<file path="config.mk">
export PLATFORM = sky130hd
export DESIGN_NAME = barcode_rdr
export DESIGN_NICKNAME = d
export VERILOG_FILES = /design/src/rtl/barcode_rdr_pkg.sv /design/src/rtl/barcode_rdr_sync_edge.sv /design/src/rtl/barcode_rdr.sv
export SDC_FILE = /design/constraint.sdc
export NUM_CORES = 1
export LEC_CHECK = 0
export ABC_AREA = 1
export CAP_MARGIN = 20
export CORE_MARGIN = 2
export CORE_UTILIZATION = 60
export CTS_BUF_LIST = sky130_fd_sc_hd__clkbuf_8
export CTS_CLUSTER_DIAMETER = 150
export CTS_CLUSTER_SIZE = 20
export DETAILED_ROUTE_END_ITERATION = 8
export PLACE_DENSITY = 0.89
export SKIP_LAST_GASP = 1
export SLEW_MARGIN = 15
export SYNTH_ARGS = -nofsm -noshare
export SYNTH_HDL_FRONTEND = slang
export SYNTH_SLANG_ARGS = --single-unit
</file>
<file path="constraint.sdc">
create_clock -name clk -period 4.5 [get_ports clk]
set_input_delay 0.9 -clock clk [delete_from_list [all_inputs] [get_ports clk]]
set_output_delay 0.9 -clock clk [all_outputs]
set_load 0.02 [all_outputs]
</file>
<file path="src/rtl/barcode_rdr_pkg.sv">
// Shared definitions for the barcode reader: FSM encoding and station-ID format.
package barcode_rdr_pkg;

  localparam int unsigned ID_W = 8;
  localparam logic [1:0] ID_PREFIX = 2'b00;

  localparam logic [2:0] S_IDLE          = 3'd0;
  localparam logic [2:0] S_START         = 3'd1;
  localparam logic [2:0] S_BIT_LOW       = 3'd2;
  localparam logic [2:0] S_BIT_WAIT_HI   = 3'd3;
  localparam logic [2:0] S_BIT_WAIT_FALL = 3'd4;

  typedef enum logic [2:0] {
    ST_IDLE          = S_IDLE,
    ST_START         = S_START,
    ST_BIT_LOW       = S_BIT_LOW,
    ST_BIT_WAIT_HI   = S_BIT_WAIT_HI,
    ST_BIT_WAIT_FALL = S_BIT_WAIT_FALL
  } state_t;

endpackage

</file>
<file path="src/rtl/barcode_rdr_sync_edge.sv">
// 3-flop synchronizer for an asynchronous pin with registered-edge fall/rise strobes.
module sync_edge #(
  parameter logic RST_VAL = 1'b1
) (
  input  logic clk,
  input  logic rst_n,
  input  logic din,
  output logic synced,
  output logic fall,
  output logic rise
);

  logic meta_q;
  logic sync_q;
  logic prev_q;

  // Reset to the line's idle level so releasing reset never fakes an edge.
  always_ff @(posedge clk or negedge rst_n) begin
    if (!rst_n) begin
      meta_q <= RST_VAL;
      sync_q <= RST_VAL;
      prev_q <= RST_VAL;
    end else begin
      meta_q <= din;
      sync_q <= meta_q;
      prev_q <= sync_q;
    end
  end

  assign synced = sync_q;
  assign fall   = prev_q & ~sync_q;
  assign rise   = ~prev_q & sync_q;

endmodule

</file>
<file path="src/rtl/barcode_rdr.sv">
// Serial barcode decoder: calibrates the bit period from the start pulse and
// delivers an 8-bit station ID with a sticky valid flag.
module barcode_rdr
  import barcode_rdr_pkg::*;
#(
  parameter int TMR_W = 22
) (
  input  logic            clk,
  input  logic            rst_n,
  input  logic            BC,
  input  logic            clr_ID_vld,
  output logic [ID_W-1:0] ID,
  output logic            ID_vld,
  output state_t          dbg_state
);

  localparam logic [TMR_W-1:0] TMR_MAX = {TMR_W{1'b1}};
  localparam logic [TMR_W-1:0] TMR_ONE = {{(TMR_W-1){1'b0}}, 1'b1};

  state_t state, state_nxt;

  logic bc_s, bc_fall, bc_rise;
  logic [TMR_W-1:0] period, t_len, tmr, to_tmr;
  logic [2:0]       bit_cnt;
  logic [ID_W-1:0]  shift, shift_nxt;

  logic period_clr, period_inc, t_load, tmr_start, tmr_inc, do_sample, frame_done;
  logic timeout;

  sync_edge #(.RST_VAL(1'b1)) u_sync (
    .clk    (clk),
    .rst_n  (rst_n),
    .din    (BC),
    .synced (bc_s),
    .fall   (bc_fall),
    .rise   (bc_rise)
  );

  assign shift_nxt = {shift[ID_W-2:0], bc_s};
  assign timeout   = (state != ST_IDLE) && (to_tmr == TMR_MAX);
  assign dbg_state = state;

  always_ff @(posedge clk or negedge rst_n) begin
    if (!rst_n) state <= ST_IDLE;
    else        state <= state_nxt;
  end

  always_comb begin
    state_nxt  = state;
    period_clr = 1'b0;
    period_inc = 1'b0;
    t_load     = 1'b0;
    tmr_start  = 1'b0;
    tmr_inc    = 1'b0;
    do_sample  = 1'b0;
    unique case (state)
      ST_IDLE: begin
        if (bc_fall) begin
          period_clr = 1'b1;
          state_nxt  = ST_START;
        end
      end
      ST_START: begin
        if (bc_rise) begin
          t_load    = 1'b1;
          state_nxt = ST_BIT_WAIT_FALL;
        end else if (!bc_s) begin
          period_inc = 1'b1;
        end
      end
      ST_BIT_WAIT_FALL: begin
        if (bc_fall) begin
          tmr_start = 1'b1;
          state_nxt = ST_BIT_LOW;
        end
      end
      ST_BIT_LOW: begin
        if (tmr == t_len) begin
          do_sample = 1'b1;
          state_nxt = (bit_cnt == 3'd7) ? ST_IDLE : ST_BIT_WAIT_HI;
        end else begin
          tmr_inc = 1'b1;
        end
      end
      ST_BIT_WAIT_HI: begin
        if (bc_s) state_nxt = ST_BIT_WAIT_FALL;
      end
      default: state_nxt = ST_IDLE;
    endcase
    // A stuck line abandons the frame silently, whatever the state was doing.
    if (timeout) begin
      state_nxt = ST_IDLE;
      t_load    = 1'b0;
      do_sample = 1'b0;
    end
  end

  assign frame_done = do_sample && (bit_cnt == 3'd7);

  always_ff @(posedge clk or negedge rst_n) begin
    if (!rst_n) begin
      period  <= '0;
      t_len   <= '0;
      tmr     <= '0;
      to_tmr  <= '0;
      bit_cnt <= '0;
      shift   <= '0;
    end else begin
      if (period_clr)                           period <= TMR_ONE;
      else if (period_inc && period != TMR_MAX) period <= period + TMR_ONE;

      if (t_load) begin
        t_len   <= period;
        bit_cnt <= '0;
      end

      if (tmr_start)                        tmr <= TMR_ONE;
      else if (tmr_inc && tmr != TMR_MAX)   tmr <= tmr + TMR_ONE;

      if (do_sample) begin
        shift   <= shift_nxt;
        bit_cnt <= bit_cnt + 3'd1;
      end

      // Stuck-line watchdog: restarts on every synced edge, idle while waiting for a frame.
      if (state == ST_IDLE || bc_fall || bc_rise) to_tmr <= '0;
      else if (to_tmr != TMR_MAX)                 to_tmr <= to_tmr + TMR_ONE;
    end
  end

  // Consumer handshake: ID_vld rises with a new ID and holds until a one-cycle
  // clr_ID_vld pulse; a new ID arriving in the same cycle as the clear wins.
  always_ff @(posedge clk or negedge rst_n) begin
    if (!rst_n) begin
      ID     <= '0;
      ID_vld <= 1'b0;
    end else if (frame_done && shift_nxt[ID_W-1:ID_W-2] == ID_PREFIX) begin
      ID     <= shift_nxt;
      ID_vld <= 1'b1;
    end else if (clr_ID_vld) begin
      ID_vld <= 1'b0;
    end
  end

endmodule
</file>
==> reports/results.tsv, run 1 <==
stage	metric	value	unit
cts	cts_root_buf	clkbuf_8	
setup_path	endpoint_kind	flop	
yosys	syn_inst	932	
cts	cts_buffers	17	
pwr	p_switching	1.025	mW
sta	rsz0062_at_grt	false	
yosys	ys_seq_elements	113	
routing	drtIter0Drc	700	
finish	fill_cells	906	
setup_path	r2r_cells	10	
floorplan	num_io_pins	16	
routing	routedWlPerCell	14.42	um
yosys	seq_area_frac_synth	42.64	%
finish	post_route_cells_drive_above_1_share	9.563	%
cts	numClockSinks	113	
pwr	switching_share	36.08	%
setup_path	critical_path_class	reg2reg	
sta	finalSetupTns	0	ns
sta	fin_crit	2.558	ns
yosys	synth.distinct_cells	42	
setup_path	path_max_fanout	23	
routing	drtPass1Iterations	5	
routing	post-route-drc-count	0	
global_routing	grt_start_max_net_pins	63	
cts	cts.path.max_buffers	2	
place	place.port_buffers	15	
sta	relSlewSlack	50.93	%
run_status	status	finished, final reports clean	
global_routing	antenna_found_initial	0	
global_routing	grt_usage	28.77	%
worst_hold_path	min-delay-start	u_sync.meta_q	
floorplan	rows	38	
finish	final_cell_mix	nand2_1 (310), dfrtp_1 (110), nor2_1 (100)	
worst_hold_path	holdPathEnd	u_sync.synced	
finish	final_common_cell	nand2_1	
pwr	power_frac_seq	42.4	%
setup_path	timing.rr.start	tmr[0]	
finish	final_area	7267	um2
pwr	ir_drop	0.4498	mV
yosys	netlist_area	6640	um2
sta	final_max_slew_viol_count	0	
pwr	p_int	1.816	mW
global_routing	grt_pass1_vias	5673	
global_routing	gr-total-overflow	0	
worst_hold_path	hp-class	reg2reg	
sta	setup_violations	0	
pwr	power_density	391.0	nW/um2
pwr	p_leak	3.391	nW
sta	hold_viol	0	
setup_path	timing.rr.end	tmr[8]	
place	place_area	6833	um2
setup_path	required	4.82	ns
cts	cts_tree	yes	
yosys	synth_nets	941	
cts	cts_resized	0	
sta	worstMarginPinSlew	0.7352	ns
routing	wl	15890	um
job	drv_cap	0	
finish	finalNetCount	958	
floorplan	initial_core_util	61.25	%
place	place_congestion	1.019	
cts	postCtsSetupRepairBufs	0	
pwr	clock_power_share	33.7	%
setup_path	startpoint_type	flop	
worst_hold_path	whs_path_depth	0	
yosys	yosysWarnings	0	
cts	clk_latency	0.44	ns
cts	clk_pin_slew_worst_paths	0.07	ns
floorplan	fp.dieH	109.2	um
sta	fin_ws	1.942	ns
pwr	p_comb_share	23.8	%
place	pre_cts_ws	1.972	ns
floorplan	core_area	10840	um2
sta	fmax	390.9	MHz
routing	drt-vias-per-instance	5.560	
routing	drtAntennaViolNets	0	
setup_path	cp.arrival	2.88	ns
cts	hold_buffers	0	
setup_path	rrSetupSlack	1.94	ns
floorplan	fp.dieW	109.2	um
finish	antennaDiodeCount	0	
global_routing	grt_pass1_wl	26610	um
yosys	syn_avg_cell_area	7.125	um2
floorplan	die_area	11920	um2
sta	hold_slack	0.3600	ns
routing	vias	6127	
place	detailedPlacementHpwl	11120	um
sta	fin_crit_sh	56.85	%
sta	finalClockSkew	0.009093	ns
finish	syn2layout_area_growth	9.440	%
cts	htreeDepth	4	
## state kept, by name, summed over array words and instances (netlist names)
name,count
tmr,22
u_sync.prev_q,1
u_sync.synced,1
to_tmr,22
u_sync.meta_q,1
dbg_state,3
period,22
ID_vld,1
ID,8
shift,7
t_len,22
bit_cnt,3
## power groups by stage
stage | Sequential, mW | Clock, mW | Combinational, mW
after floorplan | 1.21 | 0 | 0.509
after CTS | 1.20 | 0.964 | 0.650
after detailed placement | 1.22 | 0 | 0.641
final | 1.21 | 0.959 | 0.677
after global routing | 1.22 | 1.02 | 0.756
after global placement | 1.21 | 0 | 0.629
## worst max path at each step
stage                        startpoint   endpoint  slack, ns  cells after the start
final                            tmr[0]     tmr[8]       1.94                     10
after global routing             tmr[0]     tmr[5]       1.73                     10
after CTS                 u_sync.synced  to_tmr[0]       1.91                      6
after detailed placement  u_sync.synced  to_tmr[1]       1.97                      6
after global placement    u_sync.synced  to_tmr[1]       2.00                      6
after floorplan                  tmr[0]    tmr[11]       2.71                     11
## worst max-delay path: stages (launching register included)
cell and delay, ns:
dfrtp_1 0.50, ha_1 0.30, nand2_1 0.10, nor2_2 0.19
nand2_1 0.15, nor2_2 0.18, nand2_2 0.10, nand3_2 0.33
nand2_2 0.36, nand2_1 0.16, nand2_1 0.07
## cell families (layout without fill, tap and decap cells)
| kind of cell | count (synthesis) | count (layout) | synth area share [%] |
|---|---|---|---|
| flip-flops | 113 | 113 | 42.64 |
| buffers and inverters | 138 | 168 | 9.063 |
| AO/OA/AOI/OAI | 75 | 75 | 6.030 |
| AND/OR/NAND/NOR | 577 | 577 | 38.16 |
| XOR/XNOR | 24 | 24 | 3.166 |
| adder cells (fa/ha/maj) | 5 | 5 | 0.9422 |
## synthesized netlist by cell type
master      n  area share, %
nand2_4     1           0.17
inv_1      95            5.4
xor2_1     22            2.9
nor3_4      1           0.25
buf_6       9            1.5
nor2_4      2           0.34
and2_1      1          0.094
a221oi_1    1           0.13
nor2_1    100            5.7
o31ai_1     3           0.34
a211oi_1    1           0.11
ha_1        5           0.94
a21oi_1    11           0.83
o21ai_0    27            2.0
clkinv_1    1          0.056
nand4_2     2           0.38
nor2_2     11            1.0
nand4_1    22            2.1
o21ai_1    27            2.0
nand3b_1    2           0.23
nand3_2     3           0.45
nor3_1     34            2.6
a31oi_1     3           0.28
nor3_2      4           0.60
o211a_1     1           0.15
nand2_2     4           0.38
a21o_1      1           0.11
nor3b_1     3           0.34
nand3_4     1           0.26
and3_1      1          0.094
buf_1       1          0.056
or2_1       1          0.094
buf_2       7           0.53
clkbuf_1    2           0.11
buf_4       2           0.23
xnor2_1     2           0.26
inv_2      21            1.2
dfrtp_1   110             41
dfstp_2     3            1.2
nand3_1    71            5.4
or2_2       3           0.28
nand2_1   310             18
## cell type report
| class | instances | area (um2) | share of cell area, % |
|---|---|---|---|
| timing repair buffer | 19 | 210.2 | 2.893 |
| tap | 140 | 175.2 | 2.410 |
| inverter | 117 | 439.2 | 6.043 |
| clock inverter | 13 | 137.6 | 1.894 |
| multi-input combinational | 681 | 3212 | 44.20 |
| clock buffer | 19 | 261.5 | 3.598 |
| sequential | 113 | 2831 | 38.96 |
## routing by layer
| layer | track usage (%) | part of all wire, % |
|---|---|---|
| met1 | 39.45 | 44 |
| met2 | 45.30 | 47 |
| met3 | 6.216 | 6.5 |
| met4 | 10.22 | 2.1 |
| met5 | 0 | 0 |
## through the flow
stage	instances	utilization (%)	total power, mW
6_report	1102	67.04	2.842
3_3_place_gp	1068	63.03	1.843
4_1_cts	1100	66.71	2.814
3_5_place_dp	1068	63.03	1.860
2_1_floorplan	932	-	1.714
5_1_grt	1102	67.04	2.994
Note: power is estimated with default switching activity, not from simulation.
==> inputs of run 2 (changes only) <==
--- a/config.mk
+++ b/config.mk
@@ -8,7 +8,7 @@
 export ABC_AREA = 1
 export CAP_MARGIN = 20
 export CORE_MARGIN = 2
-export CORE_UTILIZATION = 60
+export CORE_UTILIZATION = 58
 export CTS_BUF_LIST = sky130_fd_sc_hd__clkbuf_8
 export CTS_CLUSTER_DIAMETER = 150
 export CTS_CLUSTER_SIZE = 20
==> constraint.sdc (replaced) <==
create_clock -name clk -period 2.1 [get_ports clk]
set_input_delay 0.42 -clock clk [delete_from_list [all_inputs] [get_ports clk]]
set_output_delay 0.42 -clock clk [all_outputs]
set_load 0.02 [all_outputs]
==> reports/results.tsv, run 2 (synthesis results as in run 1) <==
stage	metric	value	unit	change
run_status	status	finished, final reports clean		
finish	finalNetCount	980		+2.3%
floorplan	die_area	12320	um2	+3.3%
setup_path	required	1.68	ns	-3.14 ns
pwr	power_density	835.7	nW/um2	+110%
cts	cts.path.max_buffers	2		unchanged
sta	final_max_slew_viol_count	0		unchanged
global_routing	grt_usage	27.93	%	-0.83 points
floorplan	num_io_pins	16		unchanged
place	detailedPlacementHpwl	12020	um	+8.2%
sta	relSlewSlack	64.55	%	+14 points
setup_path	critical_path_class	reg2out		
sta	finalSetupTns	0	ns	unchanged
cts	clk_pin_slew_worst_paths	0.07	ns	about the same
sta	fin_crit	1.968	ns	
setup_path	endpoint_kind	primary output		
sta	fmax	508.1	MHz	
place	place_congestion	0.9652		-5.3%
setup_path	path_cells	clkdlybuf4s50_1		
setup_path	critPathBufInv	1		+1
routing	drt-vias-per-instance	5.433		-2.3%
routing	routedWlPerCell	14.32	um	-0.68%
finish	final_area	7485	um2	+3.0%
routing	wl	16140	um	+1.6%
finish	final_common_cell	nand2_1		
sta	rsz0062_at_grt	true		
global_routing	antenna_found_initial	0		unchanged
place	place.port_buffers	15		unchanged
floorplan	fp.dieW	111.0	um	+1.6%
setup_path	crit_family	buffers and inverters		
place	place_area	7027	um2	+2.8%
worst_hold_path	hp-class	reg2reg		
cts	numClockSinks	113		unchanged
floorplan	initial_core_util	58.91	%	-2.3 points
pwr	p_leak	3.510	nW	+3.5%
cts	clk_latency	0.45	ns	about the same
floorplan	core_area	11270	um2	+4.0%
finish	post_route_cells_drive_above_1_share	11.99	%	+2.4 points
routing	vias	6123		-0.065%
cts	htreeDepth	4		unchanged
setup_path	slowest_stage	clkdlybuf4s50_1		
floorplan	fp.dieH	111.0	um	+1.6%
sta	finalClockSkew	0.01176	ns	+0.002672 ns
pwr	finalPower	6.255	mW	+120%
setup_path	cp.arrival	1.55	ns	-1.33 ns
sta	fin_crit_sh	93.73	%	
sta	hold_viol	0		unchanged
setup_path	startpoint_type	flop		
global_routing	grt_pass1_vias	5936		+4.6%
pwr	ir_drop	0.4912	mV	+9.2%
setup_path	path_max_fanout	7		-70%
cts	cts_tree	yes		
job	drv_cap	0		unchanged
sta	hold_slack	0.3611	ns	+0.001077 ns
setup_path	cp_slowest_stage_delay	0.64	ns	+0.14 ns
global_routing	gr-total-overflow	0		unchanged
global_routing	grt_start_max_net_pins	48		-24%
routing	drtPass1Iterations	5		unchanged
floorplan	rows	39		+2.6%
sta	worstMarginPinSlew	0.5318	ns	-0.2034 ns
sta	setup_violations	0		unchanged
finish	syn2layout_area_growth	12.72	%	
place	pre_cts_ws	0.1504	ns	-1.822 ns
cts	cts_root_buf	clkbuf_8		
global_routing	grt_pass1_wl	27830	um	+4.6%
finish	antennaDiodeCount	0		unchanged
routing	drtIter0Drc	573		-18%
finish	fill_cells	945		+4.3%
finish	final_cell_mix	nand2_1 (310), dfrtp_1 (109), nor2_1 (100)		
cts	cts_buffers	17		unchanged
sta	fin_ws	0.1317	ns	-1.810 ns
routing	drtAntennaViolNets	0		unchanged
routing	post-route-drc-count	0		unchanged
run 2: cell types whose count changed in the layout (fill, tap and decap cells not counted), sizes merged:
| cell | change |
|---|---|
| dlygate4sd3 | +1 |
| buf | +20 |
| inv | -1 |
| bufinv | +1 |
| clkbuf | -1 |
| clkinvlp | -1 |
| clkinv | +3 |
run 2: worst register-to-register path: cells and delay by family, from the launching register on:
kind,cells,cell delay (ns)
adders and majority gates,1,0.23
buffers and inverters,2,0.29
DFF,1,0.41
AOI/OAI and AO/OA,1,0.07
and+or+nand+nor,6,0.87
run 2: area by class of cell:
class | count | area, um2 | share of cell area, %
Multi-Input combinational cell | 681 | 3232 | 43.18
Clock inverter | 15 | 167.7 | 2.240
Sequential cell | 113 | 2833 | 37.85
Tap cell | 143 | 178.9 | 2.391
Inverter | 117 | 439.2 | 5.868
Clock buffer | 17 | 234.0 | 3.126
Timing Repair Buffer | 41 | 400.4 | 5.349
run 2: through the flow:
step	instances	util (%)
5_1_grt	1127	66.40
3_3_place_gp	1093	62.34
4_1_cts	1126	65.99
6_report	1127	66.40
2_1_floorplan	932	-
3_5_place_dp	1093	62.34
run 2: final timing paths:
check,depth (start not counted),end,startpoint,slack [ns]
min in group asynchronous,2,to_tmr[4],rst_n,0.47
hold reg to reg,0,u_sync.synced,u_sync.meta_q,0.36
hold / removal,0,u_sync.synced,u_sync.meta_q,0.36
max in group asynchronous,3,u_sync.meta_q,rst_n,0.99
setup / recovery,1,dbg_state[2],dbg_state[2],0.13
setup reg to reg,10,t_len[21],to_tmr[0],0.17
run 2: timing repair:
item | CTS | global route
buffers inserted | 0 | 0
hold endpoints to repair | 30 | 0
endpoints found under the setup margin | 0 | 32
resized for setup | 0 | 6
hold buffers | 1 | 0
run 2: report_power, final:
group	switching [mW]	internal (mW)	total, mW
Clock	0.946	1.16	2.11
Sequential	0.189	2.37	2.55
Combinational	1.07	0.517	1.59
run 2: routing by layer:
metal | vias to the layer above | global-route usage [%] | part of all wire, %
li1 | 3040 | - | -
met1 | 2813 | 34.43 | 41
met2 | 222 | 47.85 | 50
met3 | 48 | 6.233 | 5.6
met4 | 0 | 11.08 | 3.2
met5 | - | 0 | 0
